## config.mk

```make
export PLATFORM = sky130hd
export DESIGN_NAME = ymz_bus_receiver
export DESIGN_NICKNAME = d
export VERILOG_FILES = /design/src/rtl/ymz_pkg.sv /design/src/rtl/ymz_bus_sync.sv /design/src/rtl/ymz_bus_receiver.sv
export SDC_FILE = /design/constraint.sdc
export NUM_CORES = 1
export LEC_CHECK = 0
export CAP_MARGIN = 30
export CORE_MARGIN = 4
export CORE_UTILIZATION = 49
export DETAILED_ROUTE_END_ITERATION = 7
export GPL_TIMING_DRIVEN = 0
export PLACE_DENSITY = 0.81
export SLEW_MARGIN = 20
export SYNTH_ARGS = -nofsm -noshare
export SYNTH_HDL_FRONTEND = slang
export SYNTH_SLANG_ARGS = --single-unit
```

## constraint.sdc

```tcl
create_clock -name clk -period 2.2 [get_ports clk]
set_input_delay 0.22 -clock clk [delete_from_list [all_inputs] [get_ports clk]]
set_output_delay 0.22 -clock clk [all_outputs]
set_load 0.05 [all_outputs]
```

## src/rtl/ymz_pkg.sv

```systemverilog
// ymz_pkg: shared definitions for the YMZ294/PSG bus receiver.
//   - PSG register index constants
//   - per-register implemented width table and the store mask helper
//   - decode FSM state type and the write event record
package ymz_pkg;

  localparam int unsigned NUM_REGS_C = 16;

  localparam logic [3:0] R_TONE_A_L  = 4'd0;
  localparam logic [3:0] R_TONE_A_H  = 4'd1;
  localparam logic [3:0] R_TONE_B_L  = 4'd2;
  localparam logic [3:0] R_TONE_B_H  = 4'd3;
  localparam logic [3:0] R_TONE_C_L  = 4'd4;
  localparam logic [3:0] R_TONE_C_H  = 4'd5;
  localparam logic [3:0] R_NOISE     = 4'd6;
  localparam logic [3:0] R_MIXER     = 4'd7;
  localparam logic [3:0] R_AMP_A     = 4'd8;
  localparam logic [3:0] R_AMP_B     = 4'd9;
  localparam logic [3:0] R_AMP_C     = 4'd10;
  localparam logic [3:0] R_ENV_L     = 4'd11;
  localparam logic [3:0] R_ENV_H     = 4'd12;
  localparam logic [3:0] R_ENV_SHAPE = 4'd13;
  localparam logic [3:0] R_PORT_A    = 4'd14;
  localparam logic [3:0] R_PORT_B    = 4'd15;

  // Implemented bits per register, indexed by register number.
  localparam int unsigned REG_W [16] = '{8, 4, 8, 4, 8, 4, 5, 8,
                                         5, 5, 5, 8, 8, 4, 8, 8};

  typedef enum logic {
    NO_ADDR   = 1'b0,
    HAVE_ADDR = 1'b1
  } state_e;

  typedef struct packed {
    logic [3:0] addr;
    logic [7:0] data;
  } wr_evt_t;

  // Clear the bits a register does not implement.
  function automatic logic [7:0] reg_mask(input logic [3:0] a, input logic [7:0] d);
    logic [7:0] m;
    m = 8'hFF >> (8 - REG_W[a]);
    return d & m;
  endfunction

endpackage

```

## src/rtl/ymz_bus_sync.sv

```systemverilog
// ymz_bus_sync: brings the asynchronous PSG write bus into clk.
//   Each bus bit passes through SYNC_STAGES flops (idle value cs_n=1, a0=0, d=0).
//   cap_a0/cap_d follow the synchronised a0/d while cs is low and hold once it
//   rises, so the captured byte is still valid in the cycle cs_rise fires.
// Ports:
//   clk, rst_n            clock, async active-low reset
//   bus_cs_n/bus_a0/bus_d raw asynchronous bus
//   cs_rise               1-clk pulse on synchronised cs_n rising edge
//   cap_a0, cap_d         captured cycle type and byte
module ymz_bus_sync #(
  parameter int SYNC_STAGES = 2
) (
  input  logic       clk,
  input  logic       rst_n,
  input  logic       bus_cs_n,
  input  logic       bus_a0,
  input  logic [7:0] bus_d,
  output logic       cs_rise,
  output logic       cap_a0,
  output logic [7:0] cap_d
);

  localparam logic [9:0] IDLE = {1'b1, 1'b0, 8'h00};

  // Stage 0 is nearest the pins; each word is {cs_n, a0, d}.
  logic [SYNC_STAGES-1:0][9:0] sync_pipe;
  logic                        cs_s, cs_s_q, a0_s;
  logic [7:0]                  d_s;

  always_ff @(posedge clk or negedge rst_n) begin
    if (!rst_n) begin
      sync_pipe <= {SYNC_STAGES{IDLE}};
    end else begin
      sync_pipe <= {sync_pipe[SYNC_STAGES-2:0], {bus_cs_n, bus_a0, bus_d}};
    end
  end

  assign cs_s = sync_pipe[SYNC_STAGES-1][9];
  assign a0_s = sync_pipe[SYNC_STAGES-1][8];
  assign d_s  = sync_pipe[SYNC_STAGES-1][7:0];

  always_ff @(posedge clk or negedge rst_n) begin
    if (!rst_n) begin
      cs_s_q <= 1'b1;
      cap_a0 <= 1'b0;
      cap_d  <= 8'h00;
    end else begin
      cs_s_q <= cs_s;
      if (!cs_s) begin
        cap_a0 <= a0_s;
        cap_d  <= d_s;
      end
    end
  end

  assign cs_rise = cs_s & ~cs_s_q;

endmodule

```

## src/rtl/ymz_bus_receiver.sv

```systemverilog
// ymz_bus_receiver: responder for the YMZ294/PSG parallel write bus.
//   Decodes address/data cycles, holds the 16x8 register file and emits
//   write strobes for the synth core.
// Ports:
//   clk, rst_n         clock, async active-low reset
//   bus_cs_n/a0/d      asynchronous bus from the sound driver
//   regs_flat          register k at [8k+7:8k]
//   wr_stb             1-clk pulse per register write
//   wr_addr, wr_data   written index and stored value (valid with wr_stb)
//   env_restart        1-clk pulse on every write to R13
//   addr_valid         an in-range address is latched
// Build option: YMZ_REG_MASK_EN stores unimplemented register bits as 0.
module ymz_bus_receiver
  import ymz_pkg::*;
#(
  parameter int SYNC_STAGES = 2,
  parameter int NUM_REGS    = 16
) (
  input  logic                  clk,
  input  logic                  rst_n,
  input  logic                  bus_cs_n,
  input  logic                  bus_a0,
  input  logic [7:0]            bus_d,
  output logic [NUM_REGS*8-1:0] regs_flat,
  output logic                  wr_stb,
  output logic [3:0]            wr_addr,
  output logic [7:0]            wr_data,
  output logic                  env_restart,
  output logic                  addr_valid
);

  logic       cs_rise, cap_a0;
  logic [7:0] cap_d;

  ymz_bus_sync #(.SYNC_STAGES(SYNC_STAGES)) u_sync (
    .clk      (clk),
    .rst_n    (rst_n),
    .bus_cs_n (bus_cs_n),
    .bus_a0   (bus_a0),
    .bus_d    (bus_d),
    .cs_rise  (cs_rise),
    .cap_a0   (cap_a0),
    .cap_d    (cap_d)
  );

  state_e                     state_q, state_d;
  logic [3:0]                 addr_q, addr_d;
  logic                       do_write;
  wr_evt_t                    evt;
  logic [NUM_REGS-1:0][7:0]   regs_q;

  always_ff @(posedge clk or negedge rst_n) begin
    if (!rst_n) begin
      state_q <= NO_ADDR;
      addr_q  <= 4'd0;
    end else begin
      state_q <= state_d;
      addr_q  <= addr_d;
    end
  end

  // An out-of-range address drops the latched one, so later data cycles
  // are ignored until a valid address arrives.
  always_comb begin
    state_d  = state_q;
    addr_d   = addr_q;
    do_write = 1'b0;
    if (cs_rise) begin
      if (!cap_a0) begin
        if (cap_d[7:4] == 4'h0) begin
          addr_d  = cap_d[3:0];
          state_d = HAVE_ADDR;
        end else begin
          state_d = NO_ADDR;
        end
      end else if (state_q == HAVE_ADDR) begin
        do_write = 1'b1;
      end
    end
  end

  always_comb begin
    evt.addr = addr_q;
`ifdef YMZ_REG_MASK_EN
    evt.data = reg_mask(addr_q, cap_d);
`else
    evt.data = cap_d;
`endif
  end

  always_ff @(posedge clk or negedge rst_n) begin
    if (!rst_n) begin
      regs_q      <= '0;
      wr_stb      <= 1'b0;
      wr_addr     <= 4'd0;
      wr_data     <= 8'h00;
      env_restart <= 1'b0;
    end else begin
      wr_stb      <= do_write;
      env_restart <= do_write && (evt.addr == R_ENV_SHAPE);
      if (do_write) begin
        regs_q[evt.addr] <= evt.data;
        wr_addr          <= evt.addr;
        wr_data          <= evt.data;
      end
    end
  end

  assign regs_flat  = regs_q;
  assign addr_valid = (state_q == HAVE_ADDR);

endmodule

```

Yosys cells after proc, flatten, opt, wreduce, memory -nomap -nowiden
Index checks and enable logic that the tools add are counted. Widths: inputs -> output; s select.

Add/subtract/negate cells: 0. Multipliers: 0. Div/mod/pow operators: 0. Magnitude comparators: 2. Equal/unequal tests: 1. Shift-type cells: 0. Muxes and demuxes: 7. Bitwise logic cells: 3. Reductions and logical operators: 5.

Operator list (count): $bwmux 128 (1); $demux 8 s4 (1); $mux 8 (1); $lt 4x5->1 const B (1); $eq 4x4->1 const B (1); $ge 4x1->1 const B (1); $logic_not 4->1 (1); $mux 1 (4); $reduce_and 3->1 (1); $logic_and 1x1->1 (2); $not 1->1 (2); $reduce_and 2->1 (1); $and 1x1->1 (1).

Bits in registers: 177. Latch bits: 0. Bits in writable memories: 0. ROM bits: 0. Input bits: 12. Output and inout bits: 143. Logic and storage cells: 45. Memories kept: 0.

Logic depth before layout (Yosys ltp)
Gate-level depths: netlist of run 1.

Word-level depth: 5. Depth in mapped cells: 7. Gate-level depth less buffers: 4.

Modules after synthesis
Synthesis of run 1 repeated with hierarchy kept, for this count alone.

Cells, all modules: 386. Area, all modules: 6602.6 µm².

Modules (own cells, without submodules): ymz_bus_receiver (instances 1, cells each 345, area each 5695.5 µm², sequential area each 3678.5 µm²); ymz_bus_sync (instances 1, cells each 41, area each 907.1 µm², sequential area each 754.5 µm²).

Worst setup path before layout of run 1
OpenSTA, ideal clock, no wires.

Kind: register to register. Start: register state_q, in the netlist addr_valid. End: register regs_q, in the netlist regs_flat[32]. Setup time: 125 ps. Arrival: 1892 ps. Data required time: 2075 ps. Setup slack: 184 ps. Cell stages (with the launch flop): 7. Buffers on the path: 2. Period minus slack after synthesis: 2016 ps. Path through: dfrtp_1 > nand4b_1 > buf_2 > inv_1 > buf_4 > nand3_1 > mux2_2.

Longest elaborated chain between the ends: 3.

Ends and longest elaborated chain: start: declaration (line ymz_bus_receiver.sv:46) `state_e state_q, state_d;`; start signal: assignment (line ymz_bus_receiver.sv:57) `state_q <= state_d;`; $mux 1 (line ymz_bus_receiver.sv:76) `end else if (state_q == HAVE_ADDR) begin`; $mux 1 (line ymz_bus_receiver.sv:69) `if (!cap_a0) begin`; $mux 1 (line ymz_bus_receiver.sv:68) `if (cs_rise) begin`; end signal: indexed assignment (line ymz_bus_receiver.sv:102) `regs_q[evt.addr] <= evt.data;`; end: declaration (line ymz_bus_receiver.sv:50) `logic [NUM_REGS-1:0][7:0] regs_q;`.

Every way passes these cells. A chain may end at the register's enable or synchronous reset.

Final worst setup path of run 1
Start: register u_sync.sync_pipe, in the netlist u_sync.cs_s. End: register regs_q, in the netlist regs_flat[84].

Longest elaborated chain between the ends: 2.

Ends and longest elaborated chain: start: declaration (line ymz_bus_sync.sv:26) `logic [SYNC_STAGES-1:0][9:0] sync_pipe;`; start signal: assignment (line ymz_bus_sync.sv:32) `sync_pipe <= {SYNC_STAGES{IDLE}};`; start signal: assignment (line ymz_bus_sync.sv:34) `sync_pipe <= {sync_pipe[SYNC_STAGES-2:0], {bus_cs_n, bus_a0, bus_d}};`; $and 1x1->1 (line ymz_bus_sync.sv:56) `assign cs_rise = cs_s & ~cs_s_q;`; $mux 1 (line ymz_bus_receiver.sv:68).

Every way passes these cells.

==> results of run 1 <==
layout make-up:
class	instances	area, µm²
flip-flops and latches	177	4430
fillers	914	4150
multi-input cells	204	2030
repair buffers	157	1590
clock buffers	21	460
well taps	176	220
clock inverters	11	175
plain buffers	26	124
inverters	2	7.51
kinds of logic (layout without fill, tap and decap cells):
group	Yosys count	in the layout	share of synthesized area [%]
multiplexers	141	141	24.4
AO/OA/AOI/OAI	2	2	0.152
flip-flops	177	177	67.4
buffers and inverters	28	217	2.00
AND/OR/NAND/NOR	61	61	6.02
flip-flops by register name, summed over array words and instances, names as in the netlist, 4 cells and up:
name / flops
regs_flat: 128
wr_addr: 4
u_sync.sync_pipe: 10
addr_q: 4
u_sync.cap_d: 8
wr_data: 8
u_sync.d_s: 8
what timing repair did:
item / CTS / global route
hold buffers: 1 / 0
gates resized for setup: 0 / 3
buffers inserted: 0 / 1
setup endpoints to repair: 0 / 21
hold endpoints to repair: 83 / 0
synth_stat cells (all sizes together):
library cell	n
dfrtp	174
nor4	2
buf	13
nand2	37
nand2b	1
mux2	141
nand3	2
nor4b	2
inv	2
clkbuf	13
nor2	2
o21ai	2
or4	1
nor2b	2
nand4	5
or3	1
and4	1
nor3	1
dfstp	3
nand4b	4
through the flow:
stage | setup TNS, ns | setup slack (ns)
CTS | 0 | 0.0538
global route | 0 | 0.00220
finish | 0 | 0.143
global placement | -1001.70 | -5.70
detailed placement | 0 | 0.0690
floorplan | 0 | 0.184
power breakdown:
part | total [W] | switching [W] | internal (W) | leakage, nW
Sequential | 0.00364 | 0.000152 | 0.00349 | 2.38
Combinational | 0.00156 | 0.00106 | 0.000500 | 1.62
Clock | 0.00321 | 0.00123 | 0.00198 | 0.310
Total | 0.00841 | 0.00244 | 0.00596 | 4.31
worst register-to-register path: cells and delay by family, from the launching register on:
kind	cells	cell delay [ns]
AND/OR/NAND/NOR	2	0.38
flip-flops	1	0.56
buffers and inverters	3	0.62
multiplexers	1	0.39
cell usage in the layout (no fill, tap or decap), drive strengths merged:
master	count
clkinvlp	1
nand3	2
or4	1
nand2	37
nand4b	4
dfrtp	174
nor4b	2
nand2b	1
nor4	2
and4	1
bufinv	4
nand4	5
clkbuf	34
clkdlybuf4s50	153
nor3	1
inv	6
dlygate4sd3	1
buf	16
clkinv	2
dfstp	3
nor2	2
or3	1
nor2b	2
mux2	141
o21ai	2
worst max-delay path by stage:
stage | end | start | depth (start not counted) | slack (ns)
after floorplan | regs_flat[32] | addr_valid | 6 | 0.18
after global placement | regs_flat[93] | rst_n | 1 | -5.70
after detailed placement | regs_flat[5] | u_sync.cs_s_q | 6 | 0.07
after CTS | regs_flat[5] | u_sync.cs_s_q | 6 | 0.05
after global routing | regs_flat[60] | u_sync.cs_s | 6 | 0.002
final | regs_flat[84] | u_sync.cs_s | 6 | 0.14
per-layer routing:
metal	share of wire, %	track usage [%]
met2	48	32.7
met1	41	26.5
met4	1.9	7.68
met5	0	0
met3	8.5	8.17
==> run metrics, run 1 <==
crit-path max cell delay=0.56 ns; Post-Place Cell Area=8370 µm²; Max stage delay cell, worst path=dfstp_2; Syn Inst Count=409; Reg clk slew, reported paths=0.06 ns; Clock Latency Late Sink=0.42 ns; Antenna Cells=0; Overall Power=0.00841 W; Pwr Density=930 nW/µm²; worst hold stages=1; gpl congestion=0.802; RSZ-0062 raised after global routing=false; # Max-Cap Violations=0; final setup vio count=0; final hold viol count=0; initial core utilization=49.8%; Arr. time, crit path=2.35 ns; # DRC=0; number of global-route vias before repair=4227; worst vdd ir=569 µV; Final Critical Period=2.06 ns; Reg-to-Reg End=regs_flat[84]; yosys warns=0; Seq/Total Area, Yosys=67.4%; die area=15300 µm²; share of layout cells above drive strength 1=33.3%; cell area after layout=9040 µm²; Req. time, crit path=2.50 ns; clk sinks=177; GR Overflow Total=0; Worst slew margin=52.7%; Yosys top cell by area=dfrtp_1; Static Leak=4.31 nW; Mapped Area=6570 µm²; via/cell ratio=5.18; cts bufs inserted=17; Worst Clk Skew=0.00945 ns; Chip Width=124 µm; CP Cell Sequence=nand4b_1 -> buf_2 -> inv_1 -> buf_4 -> nand4_2 -> mux2_2; Worst-Margin Slew=0.709 ns; die height=124 µm; clock tree from TritonCTS=yes; Yosys top cell area share=66.2%; Buffers & Inverters on Critical Path=3; wire length per cell=19.5 µm; total routed wirelength=15100 µm; period utilization=93.5%; GRT Overall Usage=20.9%; critical hold path startpoint=bus_cs_n; Worst R2R Setup Slack=0.14 ns; Buffers on Ports=154; DRT iter0 DRCs=195; crit path kind=reg2reg; largest net degree at the start of global routing=94; first-pass GRT wire length=23500 µm; nets=597; Seq cells post-synth=177; fmax=0.486 GHz; antenna viol nets, final=0; core area=13200 µm²; Worst Hold Endpoint=u_sync.sync_pipe[9]; routed via count=4006; Yosys cell types=26; dpl hpwl=10300 µm; kind of cell adding the most delay to the critical path=buffers and inverters; syn_area_per_cell=16.1 µm²; Synth-to-Final Area Change=37.5%; I/O pin total=155; row cnt=42; Layout Utilization=68.5%; CP startpoint kind=flop; initial antenna violation count=0; Slew Limit Fails=0; CTS H-tree lvls=4; Worst Reg2Reg Path Length in Cells=6; Clock Tree Buf Depth=2; status=completed; DR pass1 iterations=4; Syn Nets=421; nature of the critical path endpoint=flop; WHS=0.210 ns; RR Startpoint=u_sync.cs_s; largest cells by area after synthesis=dfrtp_1 66%, mux2_2 23%, nand2_1 2.1%; non-filler instance count after layout=774; Cells after DPL=740; crit-path max FO=10; root buf cell=clkbuf_16; Tightest Hold Check Type=in2reg
(Power assumes the default switching activity.)
==> inputs of run 2 (changes only) <==
--- a/config.mk
+++ b/config.mk
@@ -5,11 +5,13 @@
 export SDC_FILE = /design/constraint.sdc
 export NUM_CORES = 1
 export LEC_CHECK = 0
+export ABC_CLOCK_PERIOD_IN_PS = 2200
 export CAP_MARGIN = 30
 export CORE_MARGIN = 4
 export CORE_UTILIZATION = 49
 export DETAILED_ROUTE_END_ITERATION = 7
 export GPL_TIMING_DRIVEN = 0
+export MAX_ROUTING_LAYER = met4
 export PLACE_DENSITY = 0.81
 export SLEW_MARGIN = 20
 export SYNTH_ARGS = -nofsm -noshare
==> run 2 against run 1 <==
Net effect:
- power about the same
- sequential share of layout area stayed put
- via count about the same
- critical path type unchanged
- fmax down 0.14%
- worst hold slack about the same
- wire length is 0.18% higher
- critical path depth unchanged
- sequential cell count is the same
- combinational power hardly changed
- largest cell class unchanged
==> run metrics, run 2 (same netlist as run 1, synthesis figures left out) <==
CP Cell Sequence=nand4b_1 -> buf_2 -> inv_1 -> buf_4 -> nand4_2 -> mux2_2; GRT Overall Usage=21.5% (+0.63 points); Antenna Cells=0 (unchanged); Tightest Hold Check Type=in2reg; RR Startpoint=u_sync.cs_s; Arr. time, crit path=2.36 ns (about the same); Largest register FFs=128 (unchanged); crit path kind=reg2reg; kind of cell adding the most delay to the critical path=buffers and inverters; Worst Clk Skew=0.00957 ns (+0.000121 ns); # Max-Cap Violations=0 (unchanged); Clock Latency Late Sink=0.42 ns (about the same); Worst R2R Setup Slack=0.14 ns (about the same); critical hold path startpoint=bus_cs_n; DR pass1 iterations=4 (unchanged); largest net degree at the start of global routing=94 (unchanged); row cnt=42 (unchanged); cts bufs inserted=17 (unchanged); Req. time, crit path=2.50 ns (about the same); Buffers & Inverters on Critical Path=3 (unchanged); commonest non-fill, non-tap cell in the layout=dfrtp_1; # DRC=0 (unchanged); Synth-to-Final Area Change=37.5% (unchanged); CP startpoint kind=flop; worst vdd ir=569 µV (about the same); total routed wirelength=15100 µm (+0.18%); Reg clk slew, reported paths=0.07 ns (about the same); GR Overflow Total=0 (unchanged); Worst-Margin Slew=0.696 ns (-0.0132 ns); fmax=0.485 GHz (-0.14%); gpl congestion=0.813 (+1.4%); root buf cell=clkbuf_16; core area=13200 µm² (unchanged); Static Leak=4.31 nW (unchanged); crit-path max FO=10 (unchanged); dpl hpwl=10300 µm (unchanged); share of layout cells above drive strength 1=33.3% (unchanged); routed via count=4004 (-0.050%); clk sinks=177 (unchanged); status=completed; via/cell ratio=5.17 (about the same); Worst slew margin=53.3% (+0.63 points); Final Critical Period=2.06 ns (+0.00285 ns); CTS H-tree lvls=4 (unchanged); Critical Path Source=u_sync.cs_s; nets=597 (unchanged); number of global-route vias before repair=4230 (+0.071%); Pwr Density=930 nW/µm² (about the same); die area=15300 µm² (unchanged); DRT iter0 DRCs=217 (+11%); final setup vio count=0 (unchanged); first-pass GRT wire length=23500 µm (unchanged); initial core utilization=49.8% (unchanged); initial antenna violation count=0 (unchanged); non-filler instance count after layout=774 (unchanged); Chip Width=124 µm (unchanged); final hold viol count=0 (unchanged); die height=124 µm (unchanged); antenna viol nets, final=0 (unchanged); final worst slack=0.140 ns (-0.00285 ns); most frequent cells in the layout=174 x dfrtp_1, 153 x clkdlybuf4s50_1, 137 x mux2_2; WHS=0.210 ns (+0.000351 ns); Max stage delay cell, worst path=dfstp_2; worst slack, placed=0.0690 ns (unchanged); period utilization=93.6% (+0.13 points); Buffers on Ports=154 (unchanged); crit-path max cell delay=0.55 ns (about the same); clock tree from TritonCTS=yes; wire length per cell=19.5 µm (+0.18%); Clock Tree Buf Depth=2 (unchanged); Slew Limit Fails=0 (unchanged); Cells after DPL=740 (unchanged); I/O pin total=155 (unchanged); nature of the critical path endpoint=flop
==> run 2: cell counts in the layout (fill, tap and decap cells not counted) <==
No cell type changed its count.
==> run 2: cell type report <==
class | instances | area (µm²)
Multi-Input combinational cell | 204 | 2030
Buffer | 26 | 124
Sequential cell | 177 | 4430
Clock buffer | 21 | 460
Inverter | 2 | 7.51
Fill cell | 914 | 4150
Timing Repair Buffer | 157 | 1590
Clock inverter | 11 | 175
Tap cell | 176 | 220
==> run 2: power by group <==
| part | switching, W | internal (W) |
|---|---|---|
| clock network | 0.00123 | 0.00198 |
| registers | 0.000152 | 0.00349 |
| logic | 0.00106 | 0.000500 |
| total | 0.00244 | 0.00596 |
==> run 2: worst paths after layout <==
path,end,cells after the start
max in group asynchronous,u_sync.cs_s_q,3
max reg2reg,regs_flat[84],6
min in group asynchronous,wr_stb,2
min,u_sync.sync_pipe[9],1
min reg2reg,u_sync.d_s[4],0
max,regs_flat[84],6
==> run 2: per-layer routing <==
layer	track usage, %	vias up	wire length [µm]
met3	7.72	22	1250
met2	32.6	147	7330
met1	26.9	2048	6260
li1	-	1787	-
met5	-	-	0
met4	7.68	0	281
==> run 2: timing repair <==
| item | 4_1_cts | 5_1_grt |
|---|---|---|
| hold buffers | 1 | 0 |
| setup endpoints to repair | 0 | 21 |
| endpoints found under the hold margin | 83 | 0 |
| gates resized for setup | 0 | 3 |
| buffers inserted | 0 | 1 |
==> run 2: through the flow <==
stage               area, µm²  util, %  total power [W]    TNS, ns
finish                   9040     68.5          0.00840          0
global placement         8330     63.2          0.00520   -1001.70
detailed placement       8370     63.4          0.00525          0
global route             9040     68.5          0.00871  -0.000604
CTS                      9010     68.3          0.00846          0
floorplan                6570        -          0.00463          0
==> inputs of run 3 (changes only) <==
--- a/config.mk
+++ b/config.mk
@@ -5,14 +5,15 @@
 export SDC_FILE = /design/constraint.sdc
 export NUM_CORES = 1
 export LEC_CHECK = 0
+export ABC_AREA = 1
 export ABC_CLOCK_PERIOD_IN_PS = 2200
 export CAP_MARGIN = 30
 export CORE_MARGIN = 4
-export CORE_UTILIZATION = 49
+export CORE_UTILIZATION = 50
 export DETAILED_ROUTE_END_ITERATION = 7
 export GPL_TIMING_DRIVEN = 0
 export MAX_ROUTING_LAYER = met4
-export PLACE_DENSITY = 0.81
+export PLACE_DENSITY = 0.91
 export SLEW_MARGIN = 20
 export SYNTH_ARGS = -nofsm -noshare
 export SYNTH_HDL_FRONTEND = slang
==> run 3 against run 2 <==
Net effect:
- worst hold slack worse by 0.029 ns
- clock skew about the same
- worst setup slack better by 0.17 ns
- wire length up 29%
- utilization up 1.1 points
- sequential power down 5%
- clock-buffer cell count down 1
- global-route usage up 4.3 points
- largest power group unchanged
- combinational power down 36%
- register-to-register slack better by 0.25 ns
- via count up 46%
==> run metrics, run 3 <==
Synth-to-Final Area Change=34.3%; core area=13500 µm² (+2.0%); Clock Tree Buf Depth=2 (unchanged); Worst-Margin Slew=0.806 ns (+0.109 ns); Clock Latency Late Sink=0.44 ns (+0.02 ns); # DRC=0 (unchanged); most frequent cells in the layout=299 x nand2_1, 174 x dfrtp_1, 153 x clkdlybuf4s50_1; Worst Clk Skew=0.00966 ns (+0.0000902 ns); Post-synth EDFFs=0 (unchanged); RR Startpoint=u_sync.cap_d[3]; row cnt=42 (unchanged); Worst slew margin=46.3% (-7.0 points); Mapped Area=6970 µm² (+6.1%); commonest non-fill, non-tap cell in the layout=nand2_1; Yosys top cell by area=dfrtp_1; first-pass GRT wire length=30800 µm (+31%); final setup vio count=0 (unchanged); Arr. time, crit path=1.67 ns (-0.69 ns); antenna viol nets, final=0 (unchanged); ys flop type=dfrtp_1; period utilization=85.7% (-7.9 points); Syn Nets=733 (+74%); asr flop ratio synth=100% (unchanged); Overall Power=0.00749 W (-11%); Antenna Cells=0 (unchanged); Seq cells post-synth=177 (unchanged); I/O pin total=155 (unchanged); Synth top cells by count=299 x nand2_1, 174 x dfrtp_1, 132 x nand3_1, 18 x clkbuf_1, 17 x nor2_4; fmax=0.530 GHz (+9.2%); Final Critical Period=1.89 ns (-0.174 ns); total routed wirelength=19400 µm (+29%); nets=908 (+52%); share of layout cells above drive strength 1=10.6% (-23 points); number of global-route vias before repair=5721 (+35%); Tightest Hold Check Type=in2reg; Post-CTS Hold Buffers=1 (unchanged); clk sinks=177 (unchanged); # resized after CTS=0 (unchanged); Static Leak=4.74 nW (+9.9%); Reg clk slew, reported paths=0.07 ns (about the same); nature of the critical path endpoint=output pin; Pwr Density=799 nW/µm² (-14%); Post-Place Cell Area=8770 µm² (+4.8%); crit-path max FO=2 (-8); cts bufs inserted=17 (unchanged); RSZ-0062 raised after global routing=false; via/cell ratio=5.39 (+4.3%); gpl congestion=0.811 (-0.23%); syn_area_per_cell=9.67 µm² (-40%); final hold viol count=0 (unchanged); CTS H-tree lvls=4 (unchanged); crit-path max cell delay=0.83 ns (+0.28 ns); most frequent cell after synthesis=nand2_1; Buffers on Ports=154 (unchanged); CP startpoint kind=flop; largest net degree at the start of global routing=100 (+6.4%); root buf cell=clkbuf_16; GR Overflow Total=0 (unchanged); initial core utilization=51.8% (+2.0 points); Syn Inst Count=721 (+76%); critical hold path startpoint=bus_cs_n; Max stage delay cell, worst path=clkdlybuf4s50_1; cell area after layout=9370 µm² (+3.6%); Yosys top cell area share=62.4% (-3.8 points); Seq/Total Area, Yosys=63.6% (-3.9 points); initial antenna violation count=0 (unchanged); die area=15900 µm² (+3.7%); kind of cell adding the most delay to the critical path=buffers and inverters; DRT iter0 DRCs=685 (+220%); Chip Width=126 µm (+1.8%); die height=126 µm (+1.8%); DR pass1 iterations=7 (+3); GRT Overall Usage=25.8% (+4.3 points); crit path kind=reg2out; clock tree from TritonCTS=yes; Critical Path Source=regs_flat[102]; Req. time, crit path=1.98 ns (-0.52 ns); Slew Limit Fails=0 (unchanged); CP Cell Sequence=clkdlybuf4s50_1; largest cells by area after synthesis=dfrtp_1 62%, nand2_1 16%, nand3_1 9.5%; fillers=978 (+7.0%); Largest register FFs=128 (unchanged); Post-CTS Setup Inserts=0 (unchanged); wire length per cell=17.9 µm (-8.2%); routed via count=5846 (+46%); worst vdd ir=486 µV (-15%); yosys warns=0 (unchanged); status=completed; Buffers & Inverters on Critical Path=1 (-2); dpl hpwl=12700 µm (+23%); Yosys cell types=17 (-35%); # Max-Cap Violations=0 (unchanged)
-- run 3: metrics by stage --
stage,util [%],setup WS [ns],TNS (ns),std cells,hold slack (ns)
finish,69.6,0.314,0,1084,0.182
global route,69.6,0.280,0,1084,0.185
CTS,69.6,0.312,0,1084,0.182
detailed placement,65.2,0.432,0,1052,0.235
global placement,64.9,-6.00,-1054.66,1051,0.331
floorplan,-,0.674,0,721,-0.0756
-- run 3: worst paths after layout --
check	end	depth (start not counted)	slack [ns]
min in group asynchronous	u_sync.sync_pipe[8]	2	0.33
min reg2reg	u_sync.d_s[5]	0	0.35
max in group asynchronous	regs_flat[65]	3	1.01
max reg2reg	regs_flat[3]	4	0.39
max	regs_flat[102]	1	0.31
min	u_sync.sync_pipe[9]	1	0.18
-- run 3: logic make-up after synthesis --
kind of cell	after synthesis	share of synthesized area [%]
flip-flops	177	63.6
AO/OA/AOI/OAI	18	1.29
multiplexers	4	0.646
AND/OR/NAND/NOR	474	30.8
buffers and inverters	48	3.70
-- run 3: final cells by class --
type                    count  area, µm²  area share, %
flip-flops and latches    177       4430           47.3
multi-input cells         496       2280           24.4
repair buffers            156       1580           16.9
clock buffers              20        457           4.88
well taps                 176        220           2.35
plain buffers              37        216           2.31
clock inverters            11        133           1.42
inverters                  11       41.3          0.441
-- run 3: layer usage --
metal	share of wire [%]	wire length, µm	GRT usage, %
met1	38	7480	31.1
met4	2.8	549	10.9
met3	7.7	1500	6.60
met5	0	0	-
met2	51	9910	41.7
-- run 3: report_power, final --
group | switching [W] | internal [W]
combinational | 0.000749 | 0.000254
clock | 0.00129 | 0.00173
sequential | 0.0000790 | 0.00339
